===== config.mk =====
export PLATFORM = sky130hd
export DESIGN_NAME = serial_parity_unit
export DESIGN_NICKNAME = d
export VERILOG_FILES = /design/src/rtl/serial_parity_unit_pkg.sv /design/src/rtl/serial_parity_unit_piso.sv /design/src/rtl/serial_parity_unit.sv
export SDC_FILE = /design/constraint.sdc
export NUM_CORES = 1
export LEC_CHECK = 0
export CAP_MARGIN = 20
export CORE_MARGIN = 2
export CORE_UTILIZATION = 51
export CTS_BUF_LIST = sky130_fd_sc_hd__clkbuf_8
export DETAILED_ROUTE_END_ITERATION = 10
export PLACE_DENSITY = 0.87
export SYNTH_ARGS = -nofsm -noshare
export SYNTH_HDL_FRONTEND = slang
export SYNTH_SLANG_ARGS = --single-unit
export TNS_END_PERCENT = 50

===== constraint.sdc =====
create_clock -name clock -period 2.2 [get_ports clock]
set_input_delay 0.33 -clock clock [delete_from_list [all_inputs] [get_ports clock]]
set_output_delay 0.33 -clock clock [all_outputs]
set_load 0.01 [all_outputs]

===== src/rtl/serial_parity_unit_pkg.sv =====
// rtl/serial_parity_unit_pkg.sv - shared state encoding and parity-mode constants
package serial_parity_unit_pkg;

  typedef enum logic [1:0] {
    IDLE   = 2'd0,
    SHIFT  = 2'd1,
    PARITY = 2'd2,
    DONE   = 2'd3
  } state_t;

  localparam logic PAR_EVEN = 1'b0;
  localparam logic PAR_ODD  = 1'b1;

endpackage


===== src/rtl/serial_parity_unit_piso.sv =====
// rtl/serial_parity_unit_piso.sv - WIDTH-bit parallel-in serial-out register, zero fill
module piso_shift_reg #(
  parameter int WIDTH     = 8,
  parameter bit MSB_FIRST = 1'b1
) (
  input  logic             clock,
  input  logic             reset_n,
  input  logic             load,
  input  logic             shift,
  input  logic [WIDTH-1:0] data_in,
  output logic [WIDTH-1:0] q,
  output logic             exit_bit
);

  logic [WIDTH-1:0] shifted;

  assign shifted  = MSB_FIRST ? {q[WIDTH-2:0], 1'b0} : {1'b0, q[WIDTH-1:1]};
  assign exit_bit = MSB_FIRST ? q[WIDTH-1] : q[0];

  always_ff @(posedge clock or negedge reset_n) begin
    if (!reset_n) begin
      q <= '0;
    end else if (load) begin
      q <= data_in;
    end else if (shift) begin
      q <= shifted;
    end
  end

endmodule


===== src/rtl/serial_parity_unit.sv =====
// rtl/serial_parity_unit.sv - serialises a word and accumulates even/odd parity
module serial_parity_unit
  import serial_parity_unit_pkg::*;
#(
  parameter int WIDTH         = 8,
  parameter bit MSB_FIRST     = 1'b1,
  parameter bit APPEND_PARITY = 1'b1
) (
  input  logic             clock,
  input  logic             reset_n,
  input  logic             load,
  input  logic             odd_mode,
  input  logic [WIDTH-1:0] data_in,
  output logic             ready,
  output logic             serial_out,
  output logic             serial_valid,
  output logic             parity,
  output logic             parity_valid,
  output logic [WIDTH-1:0] register_out
);

  localparam int CW = $clog2(WIDTH + 1);
  localparam logic [CW-1:0] LAST = CW'(WIDTH - 1);

  state_t          state_q, state_d;
  logic [CW-1:0]   cnt_q, cnt_d;
  logic            acc_q, acc_d;
  logic            parity_q;
  logic            load_en, shift_en, exit_bit;

  piso_shift_reg #(
    .WIDTH    (WIDTH),
    .MSB_FIRST(MSB_FIRST)
  ) u_piso (
    .clock   (clock),
    .reset_n (reset_n),
    .load    (load_en),
    .shift   (shift_en),
    .data_in (data_in),
    .q       (register_out),
    .exit_bit(exit_bit)
  );

  always_comb begin
    state_d      = state_q;
    cnt_d        = cnt_q;
    acc_d        = acc_q;
    load_en      = 1'b0;
    shift_en     = 1'b0;
    ready        = 1'b0;
    serial_out   = 1'b0;
    serial_valid = 1'b0;
    parity_valid = 1'b0;
    case (state_q)
      IDLE: begin
        ready = 1'b1;
        if (load) begin
          load_en = 1'b1;
          cnt_d   = '0;
          acc_d   = odd_mode;
          state_d = SHIFT;
        end
      end
      SHIFT: begin
        serial_out   = exit_bit;
        serial_valid = 1'b1;
        shift_en     = 1'b1;
        acc_d        = acc_q ^ exit_bit;
        cnt_d        = cnt_q + 1'b1;
        if (cnt_q == LAST) begin
          state_d = APPEND_PARITY ? PARITY : DONE;
        end
      end
      PARITY: begin
        serial_out   = acc_q;
        serial_valid = 1'b1;
        state_d      = DONE;
      end
      DONE: begin
        parity_valid = 1'b1;
        state_d      = IDLE;
      end
      default: state_d = IDLE;
    endcase
  end

  // acc_d already folds in the last data bit when SHIFT exits straight to DONE
  always_ff @(posedge clock or negedge reset_n) begin
    if (!reset_n) begin
      state_q  <= IDLE;
      cnt_q    <= '0;
      acc_q    <= PAR_EVEN;
      parity_q <= 1'b0;
    end else begin
      state_q <= state_d;
      cnt_q   <= cnt_d;
      acc_q   <= acc_d;
      if (state_d == DONE && state_q != DONE) begin
        parity_q <= acc_d;
      end
    end
  end

  assign parity = parity_q;

endmodule


==> flow_summary.json <==
{
  "status": "finished clean",
  "antenna_found_initial": 0,
  "min_path_type": "register to register",
  "port_buffers": 24,
  "tightest_slew_ns": 0.720,
  "diodes": 0,
  "slew_viol_final": 0,
  "synth-edff-count": 0,
  "syn_area_um2": 848,
  "rrSetupSlack_ns": 0.64,
  "grt_pass1_wl_mm": 2.99,
  "ys_seq_elements": 16,
  "grt_usage_pct": 20.6,
  "hold_viol": 0,
  "synth.largest_area_cell": "dfrtp_1",
  "synthTopCellsByCount": "dfrtp_1 (16), nand2_1 (15), o21ai_0 (9)",
  "slew_headroom_pct": 51.9,
  "grt-ovfl-total": 0,
  "ys_warn_count": 0,
  "io_pins": 25,
  "place_congestion": 0.775,
  "totalPowerFinal_mw": 1.56,
  "drive_above_1_share_pct": 7.27,
  "root_buffer": "clkbuf_8",
  "cts.sinks": 16,
  "required_ns": 1.87,
  "yosysMostFrequentCell": "dfrtp_1",
  "async_flop_share_pct": 100,
  "max_freq_mhz": 479,
  "setup_viol": 0,
  "synth_flop_cell": "dfrtp_1",
  "drcViolationCount": 0,
  "maxCapViolCount": 0,
  "grt_pass1_vias": 688,
  "synth.distinct_cells": 23,
  "vias": 680,
  "dpl.hpwl_mm": 1.25,
  "powerDensity_mw_per_mm2": 1380,
  "setup-tns-final_ns": 0,
  "worst_clock_skew_ns": 0.00237,
  "cts_tree": "yes",
  "dr.pass1.iters": 4,
  "htree_levels": 1,
  "period_needed_ns": 2.09,
  "via_per_inst": 5.40,
  "grt_max_degree": 18,
  "end_kind": "output port",
  "clk_latency_ns": 0.25,
  "synth.area.top_cells": "dfrtp_1 (47%), mux2i_1 (9.4%), ha_1 (7.4%)",
  "rsz0062_at_grt": "false",
  "worstSetupPathType": "register to output port",
  "synth_fp_nets": 103,
  "post-route-period-util_pct": 94.9,
  "numCtsBuffers": 3,
  "nets": 129,
  "synth_cells": 86,
  "cts_hold_buf": 0,
  "fp.dieH_um": 44.8,
  "path_max_fanout": 4,
  "design.core.area_mm2": 0.00154,
  "drt_iter0_markers": 12,
  "worstPathArrival_ns": 1.76,
  "num_rows": 14,
  "die-area_mm2": 0.00201,
  "ir_drop_v": 0.000813,
  "die_w_um": 44.8,
  "yosysSeqAreaShare_pct": 47.2,
  "critPathLaunchType": "register",
  "syn_avg_cell_area_um2": 9.86,
  "leakagePower_nw": 0.502,
  "wl_mm": 1.75,
  "cts_buffer_depth": 2,
  "synth_top_cell_area_share_pct": 47.2,
  "wire_per_inst_um": 13.9,
  "clk_pin_slew_ns": 0.06,
  "area.growth.synth_to_final_pct": 32.7,
  "initial_core_util_pct": 55.0,
  "post_cts_buffers": 0,
  "antenna_left": 0
}
[metal layers]
metal	vias to the layer above	track usage (%)	wire length, µm
li1	343	-	-
met4	0	7.06	6
met3	2	4.80	109
met5	-	0	0
met2	23	33.0	835
met1	312	27.6	799
[placed cells by master (no fill, tap or decap)]
cell type,count
a32o_1,1
mux2i_1,8
a22o_1,2
o21ai_1,3
ha_1,4
or2_2,1
and2_1,1
clkdlybuf4s50_1,24
nor2_1,3
clkbuf_8,3
buf_4,2
a31oi_1,1
a21boi_0,1
o21ai_0,9
a21oi_1,5
nand2b_1,1
nand2_1,15
nand2b_2,1
o211ai_1,1
ha_2,1
nand3_1,2
and3_1,1
dfrtp_1,16
inv_1,3
o21a_1,1
[path summary, 6_finish.rpt]
path,from,end,depth (start not counted)
min in group asynchronous,reset_n,parity,1
setup / recovery,state_q[1],serial_out,5
max in group asynchronous,reset_n,cnt_q[1],1
hold / removal,cnt_q[3],cnt_q[3],1
setup reg to reg,state_q[1],parity,6
hold reg to reg,cnt_q[3],cnt_q[3],1
[final cells by class]
cell class                      count  area, µm²
Fill cell                         111        415
Sequential cell                    16        400
Tap cell                           16       20.0
Timing Repair Buffer               26        255
Clock buffer                        3       41.3
Inverter                            3       11.3
Multi-Input combinational cell     62        398
[cells by family after synthesis]
kind of cell | share of synthesized area (%)
DFF | 47.2
and+or+nand+nor | 13.1
buffers and inverters | 6.19
AOI/OAI and AO/OA | 16.7
muxes | 9.44
adders and majority gates | 7.37
[per-stage QoR]
step                      hold WS, ns  area, µm²  cells  setup WS [ns]  utilization [%]
after floorplan                0.0344        848     86          0.753                -
after global placement          0.492       1080    123          0.414             70.2
after detailed placement        0.492       1080    123          0.362             70.2
after CTS                       0.509       1120    126         0.0850             72.9
after global routing            0.518       1130    126         0.0225             73.1
final                           0.503       1130    126          0.112             73.1
[state kept, by name, indices dropped and copies added (netlist names)]
signal,flops
u_piso.q,8
state_q,2
acc_q,1
cnt_q,4
parity,1
[critical path, stage by stage, from the launching register on]
cell and delay, ns:
dfrtp_1 0.40, inv_1 0.13, ha_1 0.18, nand2_1 0.09, a21boi_0 0.16, clkdlybuf4s50_1 0.55
[report_power, final]
part	switching (mW)	internal [mW]
Clock	0.0968	0.121
Combinational	0.391	0.422
Sequential	0.102	0.423
Total	0.590	0.966
[timing repair]
action,CTS,global route
endpoints found under the hold margin,0,0
resized for setup,0,1
endpoints found under the setup margin,0,1
Power figures use the tool's default switching activity.
==> RTL change (same settings) <==
Add an input register stage for `odd_mode`, without a reset; this delays it by one clock. The other inputs are not delayed to match.
--- a/src/rtl/serial_parity_unit.sv
+++ b/src/rtl/serial_parity_unit.sv
@@ -21,6 +21,12 @@
 
   localparam int CW = $clog2(WIDTH + 1);
   localparam logic [CW-1:0] LAST = CW'(WIDTH - 1);
+
+  logic odd_mode_q;
+
+  always_ff @(posedge clock) begin
+    odd_mode_q <= odd_mode;
+  end
 
   state_t          state_q, state_d;
   logic [CW-1:0]   cnt_q, cnt_d;
@@ -57,7 +63,7 @@
         if (load) begin
           load_en = 1'b1;
           cnt_d   = '0;
-          acc_d   = odd_mode;
+          acc_d   = odd_mode_q;
           state_d = SHIFT;
         end
       end
Function: changed (Yosys sat finds a counterexample within 10 cycles, from zero or initial values and one cycle with reset_n low).
==> RTL change against the unedited design <==
- largest power group unchanged
- power about the same
- wire length up 2.3%
- first-iteration DRC count down 33%
- synthesized area up 2.1%
- largest cell class unchanged
- sequential cell count up 1
- cell area up 1.8%
- count of clock-buffer cells in the layout unchanged
- register-to-register slack worse by 80 ps
- worst setup slack better by 12 ps
==> RTL change: results <==
{
  "grt_pass1_wl_um": 2920,
  "wl_per_cell_um": 14.3,
  "netlist_top_cells_area": "dfrtp_1, mux2i_1, ha_1",
  "clock_skew_ps": 6.78,
  "path_max_fanout": 6,
  "r2r_end": "u_piso.q[0]$_DFFE_PN0P_",
  "crit_path_start": "state_q[0]$_DFF_PN0_",
  "final_nets": 127,
  "ir_drop_mv": 0.872,
  "holdPathEnd": "cnt_q[0]$_DFFE_PN0P_",
  "track_usage": 0.211,
  "synth_compound_area_frac": 0.160,
  "wirelength_um": 1790,
  "synthAdderAreaFrac": 0.0723,
  "status": "completed",
  "dpl_cell_area_sq_um": 1100,
  "hold_start": "cnt_q[0]$_DFFE_PN0P_",
  "syn_inst": 85,
  "grt_max_degree": 17,
  "synth_xor_area_frac": 0.0101,
  "regToRegSetupSlack_ps": 560,
  "synth_cell_types": 25,
  "vias": 684,
  "tightest_slew_ps": 733,
  "slowest_delay_ps": 530,
  "grt_pass1_vias": 667,
  "dp.cells": 121
}
[RTL change: cell count changes in the layout (fill, tap and decap cells not counted), moves of 2 or more]
| cell | change |
|---|---|
| a21oi_1 | -3 |
| o21ai_1 | +8 |
| o21ai_0 | -7 |
| nand2_1 | -2 |
| a22oi_1 | +2 |
[RTL change: cell families (layout without fill, tap and decap cells)]
logic type / count (synthesis) / in the layout
adders and majority gates: 5 / 5
and+or+nand+nor: 22 / 22
AOI/OAI and AO/OA: 23 / 23
buffers and inverters: 8 / 32
muxes: 9 / 9
DFF: 17 / 17
xor gates and xnor gates: 1 / 1
[RTL change: area by class of cell]
| type | count | area share |
|---|---|---|
| Sequential cell | 17 | 0.367 |
| Multi-Input combinational cell | 60 | 0.350 |
| Timing Repair Buffer | 25 | 0.216 |
| Clock buffer | 3 | 0.0360 |
| Tap cell | 16 | 0.0175 |
| Inverter | 3 | 0.00983 |
| Clock inverter | 1 | 0.00328 |
[RTL change: metal layers]
metal / share of wire / GRT usage
met4: 0.022 / 0.124
met2: 0.48 / 0.334
met3: 0.053 / 0.0720
met1: 0.44 / 0.247
met5: 0 / 0
[RTL change: metrics by stage]
step,hold WS (ps),util,total power (uW)
after floorplan,34.4,-,1050
after global placement,489,0.713,1310
after detailed placement,495,0.713,1330
after CTS,506,0.742,1570
after global routing,512,0.744,1670
final,500,0.744,1550
[RTL change: power breakdown]
| part | leakage [uW] | internal, uW | switching (uW) |
|---|---|---|---|
| sequential | 0.000207 | 436 | 103 |
| clock | 0.0000269 | 124 | 102 |
| combinational | 0.000278 | 408 | 381 |
| total | 0.000512 | 968 | 587 |
[RTL change: worst max-delay path by stage]
stage                                 endpoint  slack, ps  cells after the start
after global routing                serial_out         40                      5
after CTS                           serial_out         60                      5
after global placement              serial_out        410                      5
after detailed placement            serial_out        350                      5
after floorplan           cnt_q[2]$_DFFE_PN0P_        770                      6
final                               serial_out        120                      5
